==> config.mk <==
export PLATFORM = sky130hd
export DESIGN_NAME = uart_tx_block
export DESIGN_NICKNAME = d
export VERILOG_FILES = /design/src/rtl/uart_tx_block.sv
export SDC_FILE = /design/constraint.sdc
export NUM_CORES = 1
export LEC_CHECK = 0
export ABC_AREA = 1
export CAP_MARGIN = 10
export CORE_ASPECT_RATIO = 1.5
export CORE_UTILIZATION = 40
export DETAILED_ROUTE_END_ITERATION = 16
export SYNTH_ARGS = -nofsm -noshare
export SYNTH_HDL_FRONTEND = slang
export SYNTH_SLANG_ARGS = --single-unit
export TNS_END_PERCENT = 20
==> constraint.sdc <==
create_clock -name clk -period 1.93 [get_ports clk]
set_input_delay 0.2895 -clock clk [delete_from_list [all_inputs] [get_ports clk]]
set_output_delay 0.2895 -clock clk [all_outputs]
set_load 0.005 [all_outputs]
==> src/rtl/uart_tx_block.sv <==
// UART transmitter: one-entry holding buffer feeding an 8N1 serializer.
// Each serial bit lasts BIT_PERIOD clocks; serial_out idles high.
module uart_tx_block #(
  parameter int BIT_PERIOD = 10
) (
  input  logic       clk,
  input  logic       n_rst,
  input  logic [7:0] tx_data,
  input  logic       data_write,
  output logic       buffer_ready,
  output logic       tx_active,
  output logic       write_error,
  output logic       serial_out
);

  localparam int TW = $clog2(BIT_PERIOD);
  localparam logic [TW-1:0] BIT_LAST = TW'(BIT_PERIOD - 1);

  typedef enum logic [2:0] {
    IDLE,
    LOAD,
    START,
    DATA,
    STOP
  } state_t;

  state_t          state_reg;
  logic [7:0]      holding_reg;
  logic [7:0]      shift_reg;
  logic [TW-1:0]   timer_reg;
  logic [2:0]      bit_cnt_reg;
  logic            buffer_ready_reg;
  logic            tx_active_reg;
  logic            write_error_reg;
  logic            serial_out_reg;
  logic            bit_done;

  assign bit_done     = (timer_reg == BIT_LAST);
  assign buffer_ready = buffer_ready_reg;
  assign tx_active    = tx_active_reg;
  assign write_error  = write_error_reg;
  assign serial_out   = serial_out_reg;

  always_ff @(posedge clk or negedge n_rst) begin
    if (!n_rst) begin
      state_reg        <= IDLE;
      holding_reg      <= 8'h00;
      shift_reg        <= 8'h00;
      timer_reg        <= '0;
      bit_cnt_reg      <= 3'd0;
      buffer_ready_reg <= 1'b1;
      tx_active_reg    <= 1'b0;
      write_error_reg  <= 1'b0;
      serial_out_reg   <= 1'b1;
    end else begin
      // A write is taken only while the buffer is empty; otherwise it is dropped and flagged.
      write_error_reg <= data_write && !buffer_ready_reg;
      if (data_write && buffer_ready_reg) begin
        holding_reg      <= tx_data;
        buffer_ready_reg <= 1'b0;
      end

      case (state_reg)
        IDLE: begin
          serial_out_reg <= 1'b1;
          if (!buffer_ready_reg) begin
            state_reg     <= LOAD;
            tx_active_reg <= 1'b1;
          end
        end

        // The buffer can never accept a write in this cycle, so clearing it here is safe.
        LOAD: begin
          shift_reg        <= holding_reg;
          holding_reg      <= 8'h00;
          buffer_ready_reg <= 1'b1;
          serial_out_reg   <= 1'b0;
          timer_reg        <= '0;
          state_reg        <= START;
        end

        START: begin
          if (bit_done) begin
            timer_reg      <= '0;
            bit_cnt_reg    <= 3'd0;
            serial_out_reg <= shift_reg[0];
            state_reg      <= DATA;
          end else begin
            timer_reg <= timer_reg + 1'b1;
          end
        end

        DATA: begin
          if (bit_done) begin
            timer_reg <= '0;
            if (bit_cnt_reg == 3'd7) begin
              serial_out_reg <= 1'b1;
              state_reg      <= STOP;
            end else begin
              bit_cnt_reg    <= bit_cnt_reg + 3'd1;
              shift_reg      <= {1'b0, shift_reg[7:1]};
              serial_out_reg <= shift_reg[1];
            end
          end else begin
            timer_reg <= timer_reg + 1'b1;
          end
        end

        STOP: begin
          if (bit_done) begin
            timer_reg <= '0;
            if (!buffer_ready_reg) begin
              state_reg <= LOAD;
            end else begin
              state_reg     <= IDLE;
              tx_active_reg <= 1'b0;
            end
          end else begin
            timer_reg <= timer_reg + 1'b1;
          end
        end

        default: begin
          state_reg      <= IDLE;
          tx_active_reg  <= 1'b0;
          serial_out_reg <= 1'b1;
        end
      endcase
    end
  end

endmodule
==> summary.txt, run 1 <==
====================================================================================
Clock Root Buffer                                                           clkbuf_8
First-pass GRT wire length                                                   5310 um
Fin. max-slew vios                                                                 0
Max capacitance violation total                                                    0
Reg-to-Reg Start                                                        timer_reg[1]
Fmax                                                                         617 MHz
Nature of the critical path endpoint                                    primary output
Result of the run                                                       finished, final reports clean
Share of layout cells above drive strength 1                                   7.58%
Top Family by Delay on Critical Path                                      flip-flops
RSZ-0062 raised after global routing                                              no
I/O pin count                                                                     15
Depth of the most critical reg-to-reg path                                         9
Count leader, synth                                                          nand2_1
Startpoint class of the critical path                                      flip-flop
Global placer's final weighted congestion                                      0.929
Die Footprint                                                             4100 sq um
Flip-flop cell with the highest count after synthesis                        dfrtp_1
Number of distinct library cells after synthesis                                  22
Via count of the first global-routing pass                                      1314
Required time of the worst setup path                                        1.64 ns
Pin count of the biggest net entering global routing                              31
Critical path destination                                               buffer_ready
Synthesis-stage register bit count                                                30
Share of the clock period used by the worst path after layout                  84.0%
Number of failing setup endpoints in the final timing report                       0
DRC viols                                                                          0
Worst path max stage delay                                                   0.56 ns
Number of flops mapped to enable cells by yosys                                    0
Maximum clock insertion buffer count                                               2
Setup total negative slack                                                      0 ns
Aggregate global-route resource usage                                          17.7%
Count of TritonRoute iterations in the first routing pass                          4
Floorplan die width                                                          52.6 um
Static Leakage                                                           0.000960 uW
Fraction of synthesized cell area taken by the top area cell type              45.6%
Buffers plus inverters on the worst setup path                                     1
Diode insertion count for antenna repair                                           0
Cell Pwr Density                                                        1490 nW/um^2
Area of the core region                                                   3680 sq um
Iter 0 DRT Violations                                                             25
Final total power                                                            2680 uW
Arrival time of the worst setup path                                         1.33 ns
Critical Path, Cell by Cell                                             clkdlybuf4s50_1
Proportion of synthesized flip-flops having asynchronous set or reset           100%
Count of non-filler cells in the finished layout                                 254
Leading post-synthesis cells by instance count                          nand2_1 (55), inv_1 (32), dfrtp_1 (28)
Path type of the worst setup path                                            reg2out
Post-synthesis instance area                                              1540 sq um
Worst-case register-to-register setup slack                                  0.40 ns
Number of stages on the worst setup path                                           1
Time the final worst path needs with I/O delays and setup                    1.62 ns
Count of yosys warnings during synthesis                                           0
Average size of a mapped cell                                             8.05 sq um
Worst flop-to-flop path endpoint                                        state_reg[0]
Final layout net count                                                           227
TritonCTS clock tree                                                             yes
Worst-path maximum fanout                                                          4
Number of input and output port buffers inserted                                  14
Peak supply drop                                                          0.000724 V
Worst-Margin Slew                                                           0.488 ns
Dominant cell type by area after synthesis                                   dfrtp_1
Synthesized net count                                                            207
Area added between synthesis and finish                                        16.8%
Starting density of the core                                                   41.8%
HPWL after detailed placement                                                2270 um
Cell type of the slowest stage on the worst timing path                      dfstp_2
Timing startpoint of the critical path                                  buffer_ready
Post-Route WL                                                                2980 um
Buffer count from post-CTS setup fixing                                            0
Via Count                                                                       1257
Clk pin slew, worst setup/hold paths                                         0.06 ns
Total global routing overflow                                                      0
Number of failing hold endpoints at the final stage                                0
Wire length per cell after detailed routing                                  11.7 um
Synth area leaders                                                      dfrtp_1 (46%), nand2_1 (13%), inv_1 (7.8%)
Average via count per standard cell                                             4.95
Post-Synthesis Cells                                                             191
Max-Slew Margin vs Limit                                                       67.4%
Antenna violations before repair                                                   0
Antenna-violating nets left                                                        0
TritonCTS Sinks                                                                   30
Placed Cells                                                                     247
Height of the chip                                                           77.9 um
Final worst clock skew                                                    0.00609 ns
Post-cts resize count                                                              0
Num rows                                                                          27
Sequential fraction of the synthesis area                                      49.0%
Latest clock arrival within the worst-skew pair                              0.28 ns
Cts-stage hold buffer count                                                        0
Number of buffers added by the clock tree synthesis step                           5
Worst min-delay path class                                                  in2async
Total number of H-tree levels                                                      2
====================================================================================
[area by class of cell]
cell class	instances	area (sq um)
inverter	33	124
timing repair buffer	18	170
sequential	30	753
fill	351	1890
tap	43	53.8
clock buffer	7	76.3
multi-input combinational	123	618
[routing by layer]
| layer | routed length [um] | global-route usage (%) | vias to the layer above | part of all wire, % |
|---|---|---|---|---|
| li1 | - | - | 635 | - |
| met4 | 107 | 9.47 | 0 | 3.6 |
| met3 | 83 | 4.31 | 11 | 2.8 |
| met2 | 1600 | 31.8 | 24 | 54 |
| met1 | 1190 | 17.8 | 587 | 40 |
| met5 | 0 | 0 | - | 0 |
[worst min path at each step]
| stage | from | end | slack, ns |
|---|---|---|---|
| 2_1_floorplan | n_rst | bit_cnt_reg[0] | -0.006 |
| 3_3_place_gp | serial_out | serial_out | 0.46 |
| 3_5_place_dp | serial_out | serial_out | 0.46 |
| 4_1_cts | n_rst | write_error | 0.41 |
| 5_1_grt | n_rst | write_error | 0.44 |
| 6_report | n_rst | state_reg[0] | 0.40 |
[per-stage QoR]
stage | cell area, sq um | setup slack [ns] | util, % | hold slack (ns)
3_5_place_dp | 1720 | 0.368 | 46.7 | 0.457
4_1_cts | 1800 | 0.302 | 48.8 | 0.412
5_1_grt | 1800 | 0.181 | 48.8 | 0.441
3_3_place_gp | 1720 | 0.414 | 46.7 | 0.456
2_1_floorplan | 1540 | 0.508 | - | -0.00609
6_report | 1800 | 0.308 | 48.8 | 0.397
[report_power, final]
part	switching (uW)	internal [uW]
Sequential	169	902
Combinational	670	471
Clock	217	248
Total	1050	1620
[cell families (layout without fill, tap and decap cells)]
group / count (synthesis) / after routing / share of synthesized area, %
adder cells (fa/ha/maj): 5 / 5 / 4.07
AND/OR/NAND/NOR: 82 / 82 / 22.3
buffers and inverters: 38 / 58 / 10.8
flip-flops: 30 / 30 / 49.0
XOR/XNOR: 2 / 2 / 1.14
AO/OA/AOI/OAI: 34 / 34 / 12.7
[layout by cell type (no fill, tap or decap), types with 4 or more instances in the layout]
master	count
clkdlybuf4s50_1	14
o21ai_1	8
a21oi_1	8
nor2_1	15
buf_4	4
inv_1	32
nand3_1	7
o211ai_1	9
ha_1	5
nand2_1	55
o21ai_0	7
dfrtp_1	28
clkbuf_8	5
(Power assumes the default switching activity.)
==> run 2: changes to the inputs <==
==> constraint.sdc (replaced) <==
create_clock -name clk -period 1.4 [get_ports clk]
set_input_delay 0.21 -clock clk [delete_from_list [all_inputs] [get_ports clk]]
set_output_delay 0.21 -clock clk [all_outputs]
set_load 0.005 [all_outputs]
==> run 2 against run 1 <==
Net effect: clock skew decreased by 0.0031 ns; first-iteration DRC count decreased by 20%; die area unchanged; wire length increased by 2.8%; clock-buffer cell count unchanged; sequential power increased by 38%; hold slack got worse by 0.11 ns; global-route usage increased by 0.10 points; flip-flop and latch count unchanged; combinational power increased by 64%; sequential share of layout area decreased by 4.3 points; via count increased by 2.1%; critical path type is now reg2reg.
==> summary.txt, run 2 (synthesis results as in run 1) <==
============================================================================
Result of the run                                               finished, final reports clean
Starting density of the core                                           41.8%   unchanged
Cts-stage hold buffer count                                                0   unchanged
RSZ-0062 raised after global routing                                     yes
Static Leakage                                                    0.00105 uW   +9.0%
Worst-path maximum fanout                                                  3   -1
DRC viols                                                                  0   unchanged
Fill cell total of the finished layout                                   335   -4.6%
Post-layout worst setup margin                                     0.0522 ns   -0.256 ns
Num rows                                                                  27   unchanged
Worst flop-to-flop path endpoint                                bit_cnt_reg[0]
TritonCTS clock tree                                                     yes
Final standard cell area without fillers                          2000 sq um   +11%
Total global routing overflow                                              0   unchanged
Die Footprint                                                     4100 sq um   unchanged
Path type of the worst setup path                                    reg2reg
Final layout net count                                                   239   +5.3%
Antenna violations before repair                                           0   unchanged
TritonCTS Sinks                                                           30   unchanged
Global routing met2 resource utilization                               31.9%   +0.13 points
Total number of H-tree levels                                              2   unchanged
Number of input and output port buffers inserted                          14   unchanged
Final total power                                                    4070 uW   +52%
Number of failing setup endpoints in the final timing report               0   unchanged
Reg-to-Reg Start                                                timer_reg[1]
Worst-Margin Slew                                                   0.266 ns   -0.222 ns
Share of layout cells above drive strength 1                           21.4%   +14 points
Post-Route WL                                                        3070 um   +2.8%
Worst min-delay path class                                          in2async
Required time of the worst setup path                                1.57 ns   -0.07 ns
Worst-case register-to-register setup slack                          0.05 ns   -0.35 ns
Sw Share                                                               39.0%   -0.42 points
Via count of the first global-routing pass                              1369   +4.2%
Proportion of power drawn by flip-flops and latches                    36.3%   -3.7 points
Final worst clock skew                                            0.00297 ns   -0.00311 ns
First-pass GRT wire length                                           5400 um   +1.7%
Latest clock arrival within the worst-skew pair                      0.28 ns   about the same
Depth of the most critical reg-to-reg path                                 8   -1
Area added between synthesis and finish                                30.2%
Global route hottest layer                                              met2
Instance area after placement                                     1810 sq um   +5.1%
Most common cell after layout, fill and taps aside                   nand2_1
Average via count per standard cell                                     4.81   -2.8%
Startpoint class of the critical path                              flip-flop
Clk pin slew, worst setup/hold paths                                 0.07 ns   about the same
HPWL after detailed placement                                        2180 um   -3.8%
I/O pin count                                                             15   unchanged
Setup slack after placement                                       -0.0658 ns   -0.434 ns
Floorplan die width                                                  52.6 um   unchanged
Height of the chip                                                   77.9 um   unchanged
Count of TritonRoute iterations in the first routing pass                  4   unchanged
Pin count of the biggest net entering global routing                      31   unchanged
Comb pwr share                                                         46.0%   +3.4 points
Cell Pwr Density                                                2040 nW/um^2   +37%
Wire length per cell after detailed routing                          11.5 um   -2.2%
Antenna-violating nets left                                                0   unchanged
Fmax                                                                 742 MHz
Most frequent cells in the layout                               nand2_1 (53), inv_1 (28), dfrtp_1 (27), buf_4 (13), clkdlybuf4s50_1 (12)
Aggregate global-route resource usage                                  17.8%   +0.10 points
Nature of the critical path endpoint                               flip-flop
Met3 Resource Use GR                                                   4.51%   +0.20 points
Clock share of power                                                   17.7%   +0.4 points
Via Count                                                               1284   +2.1%
Global placer's final weighted congestion                              0.922   -0.73%
Diode insertion count for antenna repair                                   0   unchanged
Max capacitance violation total                                            0   unchanged
Share of the clock period used by the worst path after layout          96.3%
Net switching power of the design                                    1590 uW   +51%
Time the final worst path needs with I/O delays and setup            1.35 ns
Iter 0 DRT Violations                                                     20   -20%
Power Internal                                                       2490 uW   +53%
Number of buffers added by the clock tree synthesis step                   5   unchanged
Clock Root Buffer                                                   clkbuf_8
Fin. max-slew vios                                                         0   unchanged
Max-Slew Margin vs Limit                                               82.2%   +15 points
Number of failing hold endpoints at the final stage                        0   unchanged
Arrival time of the worst setup path                                 1.52 ns   +0.19 ns
Maximum clock insertion buffer count                                       2   unchanged
Met1 Resource Use GR                                                   17.0%   -0.79 points
Peak supply drop                                                   0.00105 V   +44%
Area of the core region                                           3680 sq um   unchanged
============================================================================
[run 2: power by group through the flow]
stage | combinational (uW) | clock [uW] | sequential [uW]
3_3_place_gp | 1680 | 0 | 1440
5_1_grt | 2140 | 782 | 1530
3_5_place_dp | 1720 | 0 | 1470
4_1_cts | 1750 | 750 | 1450
2_1_floorplan | 1290 | 0 | 1430
6_report | 1870 | 722 | 1480
[run 2: what timing repair did]
action,CTS,global route
gates resized for setup,5,19
setup buffers,1,3
pin swaps,0,9
cloned,0,0
hold endpoints to repair,0,0
endpoints found under the setup margin,9,18
[run 2: critical path, stage by stage, from the launching register on]
cell and delay (ns):
dfrtp_1 0.40, inv_2 0.09, ha_4 0.15, nand2_4 0.05, nor2_4 0.13, buf_4 0.13
o211ai_1 0.12, nand2_1 0.11, o21ai_2 0.06
[run 2: cell type report]
cell class                 count  area (sq um)  area share, %
sequential                    30           754           37.7
multi-input combinational    123           692           34.6
timing repair buffer          30           287           14.3
inverter                      33           124           6.19
clock buffer                   7          86.3           4.31
tap                           43          53.8           2.69
clock inverter                 1          5.00          0.250
[run 2: metrics by stage]
stage / setup TNS (ns) / std cells / hold slack [ns] / util [%]
after detailed placement: -0.108 / 255 / 0.463 / 49.1
after CTS: -0.00143 / 264 / 0.284 / 52.0
after global placement: -0.0250 / 255 / 0.454 / 49.1
after floorplan: 0 / 191 / -0.0856 / -
final: 0 / 267 / 0.285 / 54.4
after global routing: -0.169 / 267 / 0.298 / 54.4
[run 2: worst max-delay path by stage]
stage	startpoint	endpoint	slack (ns)	cells past startpoint
3_3_place_gp	timer_reg[1]	state_reg[0]	-0.01	9
6_report	timer_reg[1]	bit_cnt_reg[0]	0.05	8
5_1_grt	bit_cnt_reg[1]	bit_cnt_reg[0]	-0.06	7
3_5_place_dp	timer_reg[1]	state_reg[0]	-0.07	9
4_1_cts	timer_reg[1]	bit_cnt_reg[0]	-0.001	8
2_1_floorplan	bit_cnt_reg[0]	shift_reg[7]	0.01	9
[run 2: metal layers]
metal | vias to the layer above | share of wire [%]
li1 | 661 | -
met1 | 594 | 39
met2 | 22 | 56
met3 | 7 | 2.5
met4 | 0 | 2.9
met5 | - | 0
==> run 3: changes to the inputs <==
--- a/config.mk
+++ b/config.mk
@@ -10,6 +10,7 @@
 export CORE_ASPECT_RATIO = 1.5
 export CORE_UTILIZATION = 40
 export DETAILED_ROUTE_END_ITERATION = 16
+export DONT_BUFFER_PORTS = 1
 export SYNTH_ARGS = -nofsm -noshare
 export SYNTH_HDL_FRONTEND = slang
 export SYNTH_SLANG_ARGS = --single-unit
==> constraint.sdc (replaced) <==
create_clock -name clk -period 1.38 [get_ports clk]
set_input_delay 0.207 -clock clk [delete_from_list [all_inputs] [get_ports clk]]
set_output_delay 0.207 -clock clk [all_outputs]
set_load 0.005 [all_outputs]
==> run 3 against run 2 <==
Net effect: final cell count down 6.7%; combinational power down 8%; sequential share of layout area up 3.7 points; clock power up 3.0%; first-iteration DRC count up 35%; via count down 5.4%; global-route usage up 0.18 points; die area unchanged; clock skew up 0.0058 ns; critical path depth unchanged; critical endpoint unchanged; setup slack worse by 0.041 ns.
==> summary.txt, run 3 (synthesis results as in run 1) <==
================================================================================
Result of the run                                                   finished, final reports clean
Path type of the worst setup path                                        reg2reg
Final layout net count                                                       221   -7.5%
Final total power                                                        3980 uW   -2.4%
Number of failing setup endpoints in the final timing report                   0   unchanged
Top Family by Delay on Critical Path                                  flip-flops
TritonCTS clock tree                                                         yes
Final worst clock skew                                                0.00880 ns   +0.00582 ns
Average via count per standard cell                                         4.88   +1.5%
Setup total negative slack                                                  0 ns   unchanged
Fmax                                                                     730 MHz   -1.5%
Total global routing overflow                                                  0   unchanged
Via Count                                                                   1215   -5.4%
TritonCTS Sinks                                                               30   unchanged
Most frequent cells in the layout                                   nand2_1 (53), inv_1 (29), dfrtp_1 (27), nor2_1 (11)
Floorplan die width                                                      52.6 um   unchanged
I/O pin count                                                                 15   unchanged
Peak supply drop                                                       0.00120 V   +15%
Worst-Margin Slew                                                       0.299 ns   +0.0326 ns
Pin count of the biggest net entering global routing                          31   unchanged
Maximum clock insertion buffer count                                           2   unchanged
Die Footprint                                                         4100 sq um   unchanged
DRC viols                                                                      0   unchanged
Antenna violations before repair                                               0   unchanged
Antenna-violating nets left                                                    0   unchanged
Cell type of the slowest stage on the worst timing path                  dfrtp_1
First-pass GRT wire length                                               5400 um   unchanged
Diode insertion count for antenna repair                                       0   unchanged
Max-Slew Margin vs Limit                                                   80.0%   -2.2 points
Total number of H-tree levels                                                  2   unchanged
HPWL after detailed placement                                            2040 um   -6.5%
Static Leakage                                                       0.000966 uW   -7.7%
Setup slack after placement                                           -0.0600 ns   +0.00589 ns
Worst path max stage delay                                               0.41 ns   about the same
Fin. max-slew vios                                                             0   unchanged
Minimum hold slack                                                     0.0148 ns   -0.270 ns
Required time of the worst setup path                                    1.55 ns   -0.02 ns
Starting density of the core                                               41.8%   unchanged
Clock Root Buffer                                                       clkbuf_8
Post-layout worst setup margin                                         0.0109 ns   -0.0412 ns
Startpoint class of the critical path                                  flip-flop
Time the final worst path needs with I/O delays and setup                1.37 ns   +0.0212 ns
Arrival time of the worst setup path                                     1.54 ns   +0.02 ns
Number of buffers added by the clock tree synthesis step                       5   unchanged
Critical Path, Cell by Cell                                         inv_2 > ha_4 > nand2_4 > nor2_4 > buf_6 > o211ai_1 > nand2_1 > o21ai_1
Global placer's final weighted congestion                                  0.776   -16%
Number of input and output port buffers inserted                               0   -14
Share of the clock period used by the worst path after layout              99.2%   +2.9 points
Latest clock arrival within the worst-skew pair                          0.29 ns   about the same
Height of the chip                                                       77.9 um   unchanged
Clk pin slew, worst setup/hold paths                                     0.06 ns   about the same
Number of failing hold endpoints at the final stage                            0   unchanged
Wire length per cell after detailed routing                              11.9 um   +3.8%
RSZ-0062 raised after global routing                                         yes
Area of the core region                                               3680 sq um   unchanged
Nature of the critical path endpoint                                   flip-flop
Num rows                                                                      27   unchanged
Count of TritonRoute iterations in the first routing pass                      4   unchanged
Most common cell after layout, fill and taps aside                       nand2_1
Via count of the first global-routing pass                                  1271   -7.2%
Fraction of the core area covered by cells at the end of the flow          49.5%   -4.9 points
Buffers plus inverters on the worst setup path                                 2   unchanged
Cell Pwr Density                                                    2180 nW/um^2   +7.3%
Max capacitance violation total                                                0   unchanged
Worst-path maximum fanout                                                      3   unchanged
Post-Route WL                                                            2970 um   -3.2%
Worst min-delay path class                                                in2reg
Aggregate global-route resource usage                                      18.0%   +0.18 points
Iter 0 DRT Violations                                                         27   +35%
Area added between synthesis and finish                                    18.5%
Share of layout cells above drive strength 1                               18.4%   -3.0 points
================================================================================
[run 3: area by class of cell]
cell class                      count  area (sq um)
Fill cell                         349          1860
Clock buffer                        7          86.3
Clock inverter                      1          5.00
Timing Repair Buffer               12           128
Inverter                           33           124
Multi-Input combinational cell    123           671
Sequential cell                    30           754
Tap cell                           43          53.8
[run 3: worst register-to-register path, delay by kind of cell, from the launching register on]
family	cells	cell delay, ns
AND/OR/NAND/NOR	3	0.31
adder cells (fa/ha/maj)	1	0.16
flip-flops	1	0.41
AO/OA/AOI/OAI	2	0.19
buffers and inverters	2	0.20
[run 3: power breakdown]
part | switching, uW | internal [uW]
sequential | 251 | 1260
combinational | 989 | 730
clock | 342 | 402
[run 3: final timing paths]
check                        startpoint              to  slack (ns)  cells after the start
hold / removal               data_write     write_error        0.01                      2
setup reg to reg           timer_reg[1]  bit_cnt_reg[0]        0.01                      8
setup / recovery           timer_reg[1]  bit_cnt_reg[0]        0.01                      8
min in group asynchronous         n_rst    state_reg[1]        0.35                      2
hold reg to reg              serial_out      serial_out        0.49                      2
max in group asynchronous         n_rst    buffer_ready        0.79                      2
[run 3: timing repair]
item / 4_1_cts / 5_1_grt
buffers inserted: 0 / 1
endpoints found under the hold margin: 31 / 0
hold buffers: 3 / 0
resized for setup: 3 / 15
pin swaps: 0 / 7
endpoints found under the setup margin: 6 / 18
[run 3: through the flow]
step           std cells  instance area [sq um]
3_5_place_dp         237                   1630
2_1_floorplan        191                   1540
3_3_place_gp         237                   1630
4_1_cts              248                   1770
5_1_grt              249                   1820
6_report             249                   1820
[run 3: routing by layer]
layer / share of wire (%) / vias up / GRT usage, % / wire length, um
met5: 0 / - / 0 / 0
met1: 44 / 559 / 21.5 / 1300
met3: 3.6 / 8 / 5.88 / 107
met2: 50 / 26 / 27.5 / 1490
li1: - / 622 / - / -
met4: 2.4 / 0 / 10.5 / 70
